==> config.mk <==
export PLATFORM = sky130hd
export DESIGN_NAME = melody_sequencer
export DESIGN_NICKNAME = d
export VERILOG_FILES = /design/src/rtl/music_pkg.sv /design/src/rtl/song_rom.sv /design/src/rtl/melody_sequencer.sv
export SDC_FILE = /design/constraint.sdc
export NUM_CORES = 1
export LEC_CHECK = 0
export ABC_AREA = 1
export CAP_MARGIN = 20
export CORE_MARGIN = 4
export CORE_UTILIZATION = 57
export CTS_CLUSTER_SIZE = 28
export DETAILED_ROUTE_END_ITERATION = 6
export DONT_BUFFER_PORTS = 1
export PLACE_DENSITY = 0.73
export SLEW_MARGIN = 30
export SYNTH_ARGS = -nofsm -noshare
export SYNTH_HDL_FRONTEND = slang
export SYNTH_SLANG_ARGS = --single-unit
==> constraint.sdc <==
create_clock -name clk -period 1.6 [get_ports clk]
set_input_delay 0.32 -clock clk [delete_from_list [all_inputs] [get_ports clk]]
set_output_delay 0.32 -clock clk [all_outputs]
set_load 0.01 [all_outputs]
==> src/rtl/music_pkg.sv <==
`default_nettype none
// ----------------------------------------------------------------------------
// music_pkg : shared widths, song table entry type and sequencer states
// Revision  : 1.0
// ----------------------------------------------------------------------------
package music_pkg;

  localparam int NOTE_W   = 2;
  localparam int REST_IDX = 3;
  localparam int DUR_W    = 6;

  typedef struct packed {
    logic [NOTE_W-1:0] note;
    logic [DUR_W-1:0]  dur;
  } song_entry_t;

  typedef enum logic [2:0] {
    IDLE  = 3'd0,
    FETCH = 3'd1,
    PLAY  = 3'd2,
    GAP   = 3'd3,
    DONE  = 3'd4
  } state_t;

endpackage
`default_nettype wire

==> src/rtl/song_rom.sv <==
`default_nettype none
// ----------------------------------------------------------------------------
// song_rom : constant song table, combinational read indexed by step
// Revision : 1.0
// ----------------------------------------------------------------------------
module song_rom
  import music_pkg::*;
#(
  parameter int SONG_LEN = 16,
  parameter int STEP_W   = $clog2(SONG_LEN)
) (
  input  logic [STEP_W-1:0] addr_i,
  output song_entry_t       entry_o
);

  // Any index without an explicit entry reads as an end-of-song marker.
  always_comb begin
    entry_o = '{note: '0, dur: '0};
    case (addr_i)
      STEP_W'(0): entry_o = '{note: NOTE_W'(0),        dur: DUR_W'(3)};
      STEP_W'(1): entry_o = '{note: NOTE_W'(2),        dur: DUR_W'(2)};
      STEP_W'(2): entry_o = '{note: NOTE_W'(REST_IDX), dur: DUR_W'(1)};
      default:    entry_o = '{note: '0, dur: '0};
    endcase
  end

endmodule
`default_nettype wire

==> src/rtl/melody_sequencer.sv <==
`default_nettype none
// ----------------------------------------------------------------------------
// melody_sequencer : timed song playback driving the note mux select and mute
// Revision         : 1.0
// ----------------------------------------------------------------------------
module melody_sequencer #(
  parameter int CLK_HZ    = 25000000,
  parameter int TICK_HZ   = 64,
  parameter int NOTE_W    = 2,
  parameter int REST_IDX  = 3,
  parameter int SONG_LEN  = 16,
  parameter int DUR_W     = 6,
  parameter int GAP_TICKS = 1
) (
  input  logic                        clk,
  input  logic                        rst_n,
  input  logic                        start_i,
  input  logic                        stop_i,
  input  logic                        loop_en_i,
  output logic [NOTE_W-1:0]           note_sel_o,
  output logic                        mute_o,
  output logic                        busy_o,
  output logic                        done_o,
  output logic [$clog2(SONG_LEN)-1:0] step_o
);
  import music_pkg::*;

  localparam int DIV    = CLK_HZ / TICK_HZ;
  localparam int PRE_W  = (DIV > 1) ? $clog2(DIV) : 1;
  localparam int STEP_W = $clog2(SONG_LEN);
  localparam int GAP_W  = (GAP_TICKS > 0) ? $clog2(GAP_TICKS + 1) : 1;

  localparam logic [PRE_W-1:0]  PRE_LAST  = PRE_W'(DIV - 1);
  localparam logic [STEP_W-1:0] STEP_LAST = STEP_W'(SONG_LEN - 1);
  localparam logic [GAP_W-1:0]  GAP_LOAD  = GAP_W'(GAP_TICKS);
  localparam logic [NOTE_W-1:0] REST_NOTE = NOTE_W'(REST_IDX);

  state_t              state_q;
  logic [PRE_W-1:0]    pre_q;
  logic [DUR_W-1:0]    dur_q;
  logic [GAP_W-1:0]    gap_q;
  logic [STEP_W-1:0]   step_q;
  logic                past_end_q;
  logic [NOTE_W-1:0]   note_q;
  logic                mute_q;
  logic                busy_q;
  logic                done_q;

  song_entry_t         rom_entry;
  logic                tick;
  logic                song_end;

  song_rom #(
    .SONG_LEN (SONG_LEN),
    .STEP_W   (STEP_W)
  ) u_song_rom (
    .addr_i  (step_q),
    .entry_o (rom_entry)
  );

  assign tick = (pre_q == PRE_LAST);
  // past_end_q marks running off the last table row so the step never wraps.
  assign song_end = past_end_q || (rom_entry.dur == '0);

  always_ff @(posedge clk or negedge rst_n) begin
    if (!rst_n) begin
      state_q    <= IDLE;
      pre_q      <= '0;
      dur_q      <= '0;
      gap_q      <= '0;
      step_q     <= '0;
      past_end_q <= 1'b0;
      note_q     <= '0;
      mute_q     <= 1'b1;
      busy_q     <= 1'b0;
      done_q     <= 1'b0;
    end else if (stop_i) begin
      state_q    <= IDLE;
      pre_q      <= '0;
      dur_q      <= '0;
      gap_q      <= '0;
      step_q     <= '0;
      past_end_q <= 1'b0;
      mute_q     <= 1'b1;
      busy_q     <= 1'b0;
      done_q     <= 1'b0;
    end else begin
      done_q <= 1'b0;
      case (state_q)
        IDLE: begin
          if (start_i) begin
            state_q <= FETCH;
            busy_q  <= 1'b1;
          end
        end

        FETCH: begin
          if (song_end) begin
            if (loop_en_i) begin
              step_q     <= '0;
              past_end_q <= 1'b0;
              state_q    <= FETCH;
            end else begin
              state_q <= DONE;
              done_q  <= 1'b1;
            end
          end else begin
            note_q  <= rom_entry.note;
            mute_q  <= (rom_entry.note == REST_NOTE);
            dur_q   <= rom_entry.dur;
            pre_q   <= '0;
            state_q <= PLAY;
          end
        end

        PLAY: begin
          if (tick) begin
            pre_q <= '0;
            if (dur_q == DUR_W'(1)) begin
              mute_q <= 1'b1;
              if (GAP_TICKS > 0) begin
                gap_q   <= GAP_LOAD;
                state_q <= GAP;
              end else begin
                state_q <= FETCH;
                if (step_q == STEP_LAST) past_end_q <= 1'b1;
                else                     step_q     <= step_q + STEP_W'(1);
              end
            end else begin
              dur_q <= dur_q - DUR_W'(1);
            end
          end else begin
            pre_q <= pre_q + PRE_W'(1);
          end
        end

        GAP: begin
          if (tick) begin
            pre_q <= '0;
            if (gap_q == GAP_W'(1)) begin
              state_q <= FETCH;
              if (step_q == STEP_LAST) past_end_q <= 1'b1;
              else                     step_q     <= step_q + STEP_W'(1);
            end else begin
              gap_q <= gap_q - GAP_W'(1);
            end
          end else begin
            pre_q <= pre_q + PRE_W'(1);
          end
        end

        DONE: begin
          state_q    <= IDLE;
          busy_q     <= 1'b0;
          step_q     <= '0;
          past_end_q <= 1'b0;
        end

        default: state_q <= IDLE;
      endcase
    end
  end

  assign note_sel_o = note_q;
  assign mute_o     = mute_q;
  assign busy_o     = busy_q;
  assign done_o     = done_q;
  assign step_o     = step_q;

endmodule
`default_nettype wire
### After elaboration in Yosys (flattened, before gate mapping)

Cells that the tools add are included.

* RAM bits: 0
* latch bits: 0
* memory bits (read-only): 0
* output and inout port bits: 9
* register bits after elaboration: 39
* bits of input ports: 5
* word-level logic and storage cells: 105
* memories kept: 0

* equal/unequal tests: 21
* bitwise operators: 2
* add/subtract/negate cells: 4
* $mul: 0
* shift-type cells: 0
* div/mod/pow operators: 0
* order comparisons: 0
* reduce and logical (&&, ||, !) cells: 19
* muxes and demuxes: 49

Operator list (count)
* $mux W19: 3
* $pmux W19 S2: 1
* $ne A3 B3 Y1 const B: 11
* $mux W3: 8
* $mux W4: 6
* $mux W6: 4
* $pmux W8 S3: 1
* $add A19 B1 Y19 const B: 1
* $eq A19 B19 Y1 const B: 1
* $mux W1: 19
* $pmux W3 S4: 1
* $pmux W4 S3: 1
* $pmux W6 S2: 1
* $reduce_and A4 Y1: 3
* $reduce_and A6 Y1: 2
* $reduce_bool A3 Y1: 4
* $eq A3 B2 Y1 const B: 2
* $eq A6 B1 Y1 const B: 1
* $logic_not A6 Y1: 1
* $pmux W1 S2: 3
* $sub A6 B1 Y6 const B: 1
* $reduce_and A5 Y1: 1
* $add A4 B1 Y4 const B: 1
* $eq A4 B1 Y1 const B: 1
* 15 further kinds: 17

### Longest topological paths before layout

* depth after elaboration: 7
* gate-level depth with buffers: 12

### Modules after synthesis

From an unflattened synthesis, not the netlist that was laid out.

* cell total of the unflattened synthesis: 357
* area, all modules: 2524.9 um2

Modules (own cells, without submodules)
* melody_sequencer: cells each 341, area each 2447.3 um2, times used 1, seq. area each 977.2 um2
* song_rom: cells each 16, area each 77.6 um2, times used 1, seq. area each 0.0 um2

### Least setup slack after synthesis

No wires, ideal clock.

* kind: flip-flop to flip-flop
* from: register step_q[0], in the netlist step_o[0]
* to: register dur_q[0]
* slack: -0.046 ns
* period minus slack after synthesis: 1.646 ns
* cell stages (with the launch flop): 12
* data arrival time: 1.523 ns
* cells stage by stage: dfrtp_1 > inv_1 > ha_1 > o21ai_2 > nand2_4 > nand3_4 > nand2_2 > inv_2 > nand2_2 > nand2_2 > buf_6 > o21ai_2

* longest elaborated chain between the ends: 6

RTL lines
* start: declaration: RTL line melody_sequencer.sv:42 `logic [STEP_W-1:0] step_q;`
* start signal: assignment: RTL line melody_sequencer.sv:127 `else step_q <= step_q + STEP_W'(1);`
* start signal: assignment: RTL line melody_sequencer.sv:143 `else step_q <= step_q + STEP_W'(1);`
* $eq A4 B2 Y1, or another cell as far along: RTL line song_rom.sv:19 `case (addr_i)`
* $pmux W8 S3 (*): RTL line song_rom.sv:19
* $logic_not A6 Y1: RTL line melody_sequencer.sv:63 `assign song_end = past_end_q || (rom_entry.dur == '0);`
* $logic_or A1 B1 Y1: RTL line melody_sequencer.sv:63
* $ne A3 B3 Y1 (no line)
* $reduce_and A4 Y1 (no line)
* end signal: assignment: RTL line melody_sequencer.sv:110 `dur_q <= rom_entry.dur;`
* end signal: assignment: RTL line melody_sequencer.sv:130 `dur_q <= dur_q - DUR_W'(1);`
* end: declaration: RTL line melody_sequencer.sv:40 `logic [DUR_W-1:0] dur_q;`

Every way passes the cells marked *; elsewhere a longest branch is shown, timed or not. The select of a mux whose other input is x is not followed.
A chain may end at the register's enable or synchronous reset.

### Worst setup path after layout

* from: register step_q[0], in the netlist step_o[0]
* to: register dur_q[2]

* longest elaborated chain between the ends: 6

RTL lines (RTL line)
* $eq A4 B2 Y1, or another cell as far along: song_rom.sv:19
* $pmux W8 S3 (*): song_rom.sv:19
* $logic_not A6 Y1 (*): melody_sequencer.sv:63
* $logic_or A1 B1 Y1 (*): melody_sequencer.sv:63
* $ne A3 B3 Y1 (no line) (*)
* $reduce_and A4 Y1 (no line) (*)

Every way passes the cells marked *; elsewhere a longest branch is shown, timed or not.

==> flow_summary.json <==
{
  "grt_util_all_layers_pct": 22.49,
  "hold_depth": 1,
  "syn_area_sq_um": 2635,
  "synth_edf_count": 0,
  "yosysTopAreaCellShare_pct": 36.09,
  "clock_path_buffers": 2,
  "ir_drop_uv": 955.6,
  "clock_power_share_pct": 16.7,
  "layout-drive-gt1-share_pct": 28.03,
  "synthXorXnorAreaFrac_pct": 3.656,
  "fin_crit_sh_pct": 103.3,
  "cts.sinks": 39,
  "intPower_w": 0.002404,
  "n_antenna_cell": 0,
  "crit_path_cell_trace": "inv_4 > ha_4 > o21ai_4 > nand2_4 > nand3_4 > nand2_4 > inv_4 > nand2_4 > nand2_4 > clkbuf_16 > o21ai_2",
  "critical_path.max_stage_delay_ns": 0.44,
  "async_flop_share_pct": 100.0,
  "netSwitchingFraction_pct": 42.88,
  "drv_slew": 0,
  "seq_area_frac_synth_pct": 37.08,
  "use_met2_pct": 33.90,
  "grt_pass1_wl_mm": 10.90,
  "drtIter0Drc": 191,
  "dieHeight_um": 75.99,
  "hp-class": "in2reg",
  "synthTopCellsByCount": "nand2_1 (93), nor2_1 (43), inv_1 (41)",
  "arrival_ns": 1.84,
  "critPathCaptureType": "register",
  "worst_pin_slew_ns": 0.4458,
  "status": "complete, but fails checks",
  "fin_crit_ns": 1.654,
  "numCtsBuffers": 5,
  "worstSetupPathType": "reg2reg",
  "grt-ovfl-total": 0,
  "wl_per_cell_um": 14.71,
  "synth-compound-area-share_pct": 8.500,
  "wl_mm": 6.588,
  "cts.htree.levels": 2,
  "synth-simple-area-share_pct": 38.70,
  "slew_headroom_pct": 70.05,
  "rsz0062_at_grt": "true",
  "nNetsFinal": 408,
  "worst_slack_ns": -0.05355,
  "use_met1_pct": 32.28,
  "synth-warning-count": 0,
  "cts_tree": "yes",
  "die_x_um": 75.99,
  "cp_slowest_cell": "dfrtp_2",
  "grt_pass1_vias": 2390,
  "core_area_sq_um": 4414,
  "ioPinCount": 14,
  "io_buffers": 0,
  "cts.clk_slew.worst_paths_ns": 0.08,
  "dpl.hpwl_mm": 4.646,
  "busiest_layer": "met2",
  "hold_viol": 0,
  "cp_common_cell": "nand2_4",
  "hold_ws_ns": 0.08897,
  "drc_errors": 0,
  "finalSetupViolations": 7,
  "tns_ns": -0.2601,
  "violations": "negative setup slack",
  "fin_area_sq_um": 3229,
  "synth_flop_cell": "dfrtp_1",
  "cp_max_fo": 6,
  "synth.most_common_cell": "nand2_1",
  "fin_skew_ns": 0.01315,
  "initial_utilization_pct": 59.69,
  "power_frac_seq_pct": 31.9,
  "synthAdderAreaFrac_pct": 3.799,
  "worstSetupPathDepth": 11,
  "cap_viol_max_count": 0,
  "first_pass_iters": 4,
  "synth_cell_type_count": 36,
  "antenna_found_initial": 0,
  "worst-r2r-cell-count": 11,
  "synth_nets": 373,
  "ant_nets": 0,
  "area_growth_pct": 22.55,
  "power.net_switching_w": 0.001805,
  "synth_area_leaders": "dfrtp_1 (36%), nand2_1 (13%), nor2_1 (6.1%)",
  "use_met3_pct": 4.965,
  "p_total_w": 0.004209,
  "fmax_mhz": 604.8,
  "vias_per_cell": 5.547,
  "cp.required_ns": 1.79,
  "vias": 2485,
  "dieArea_sq_um": 5774,
  "grt_max_degree": 40,
  "synth_top_family_by_area": "simple AND/OR/NAND/NOR gates",
  "syn_inst": 360,
  "dpl_cell_area_sq_um": 2846,
  "root_buffer": "clkbuf_8",
  "start_kind": "register",
  "row_count": 24,
  "synth_area_leader_cell": "dfrtp_1",
  "synthMuxAreaShare_pct": 0,
  "gp_congestion": 0.8934,
  "p_leak_nw": 1.560,
  "worst-path-buf-inv": 3,
  "combPwrFrac_pct": 51.4,
  "syn_avg_cell_area_sq_um": 7.320,
  "crit_family": "flip-flops",
  "synth-seq-cells": 39,
  "power.density_nw_per_um2": 1304,
  "clk_latency_ns": 0.30
}
==> routing by layer <==
| layer | wire length, um | vias up |
|---|---|---|
| met5 | 0 | - |
| met4 | 97 | 0 |
| met3 | 486 | 14 |
| met2 | 3091 | 94 |
| met1 | 2912 | 1156 |
| li1 | - | 1221 |
==> per-stage QoR <==
| stage | std cells | utilization, % | setup slack (ns) |
|---|---|---|---|
| after floorplan | 360 | - | 0.01260 |
| after global placement | 429 | 64.48 | 0.01021 |
| after detailed placement | 429 | 64.48 | -0.07055 |
| after CTS | 440 | 67.83 | -0.01442 |
| after global routing | 448 | 73.16 | -0.1284 |
| final | 448 | 73.16 | -0.05355 |
==> power by group through the flow <==
stage	Clock, W	Combinational (W)	Sequential (W)
after global placement	0	0.00161	0.00134
after floorplan	0	0.00121	0.00133
after detailed placement	0	0.00166	0.00135
after global routing	0.000772	0.00240	0.00137
final	0.000705	0.00216	0.00134
after CTS	0.000724	0.00173	0.00133
==> path summary, 6_finish.rpt <==
kind                                   startpoint                      to  slack (ns)
max                         step_o[0]$_DFFE_PN0P_    dur_q[2]$_DFFE_PN0P_       -0.05
min                                     loop_en_i  state_q[2]$_DFFE_PN0P_        0.09
max reg2reg                 step_o[0]$_DFFE_PN0P_    dur_q[2]$_DFFE_PN0P_       -0.05
min reg2reg                past_end_q$_DFFE_PN0P_  past_end_q$_DFFE_PN0P_        0.48
max in group asynchronous                   rst_n      mute_o$_DFFE_PN1P_        0.86
min in group asynchronous                   rst_n   pre_q[17]$_DFFE_PN0P_        0.48
==> kinds of logic (layout without fill, tap and decap cells) <==
logic type | count (synthesis) | count (layout)
simple gates | 214 | 214
buf+inv | 52 | 88
flops | 39 | 39
compound gates | 36 | 36
xor+xnor | 11 | 11
fa+ha+maj | 8 | 8
==> placed cells by master (no fill, tap or decap), drive strengths merged <==
cell type    count
a21o             1
a21oi            5
buf             33
clkbuf           8
clkinv           1
dfrtp           38
dfstp            1
dlygate4sd3      1
ha               8
inv             45
nand2          109
nand3           32
nand3b           5
nand4           13
nor2            48
nor3             6
o211ai           1
o21ai           24
o21bai           1
o22ai            1
o31ai            2
o32ai            1
or2              1
xnor2            2
xor2             9
==> what timing repair did <==
item | CTS | global route
resized for setup | 6 | 43
cloned | 0 | 1
pin swaps | 1 | 12
setup endpoints to repair | 21 | 34
setup buffers | 1 | 7
hold buffers | 2 | 0
hold endpoints to repair | 39 | 0
==> sequential cells by signal, indices dropped and copies added, names as in the netlist <==
| name | cells |
|---|---|
| pre_q | 19 |
| dur_q | 6 |
| step_o | 4 |
| state_q | 3 |
| note_sel_o | 2 |
| busy_o | 1 |
| done_o | 1 |
| gap_q | 1 |
| mute_o | 1 |
| past_end_q | 1 |
==> layout make-up <==
type,instances,area (sq um)
clock buffer,7,86.33
inverter,45,178.9
fill,338,1185
tap,52,65.06
timing repair buffer,35,307.8
multi-input combinational,269,1607
sequential,39,979.7
clock inverter,1,5.005
No activity file was read; power rests on OpenSTA's default activity.
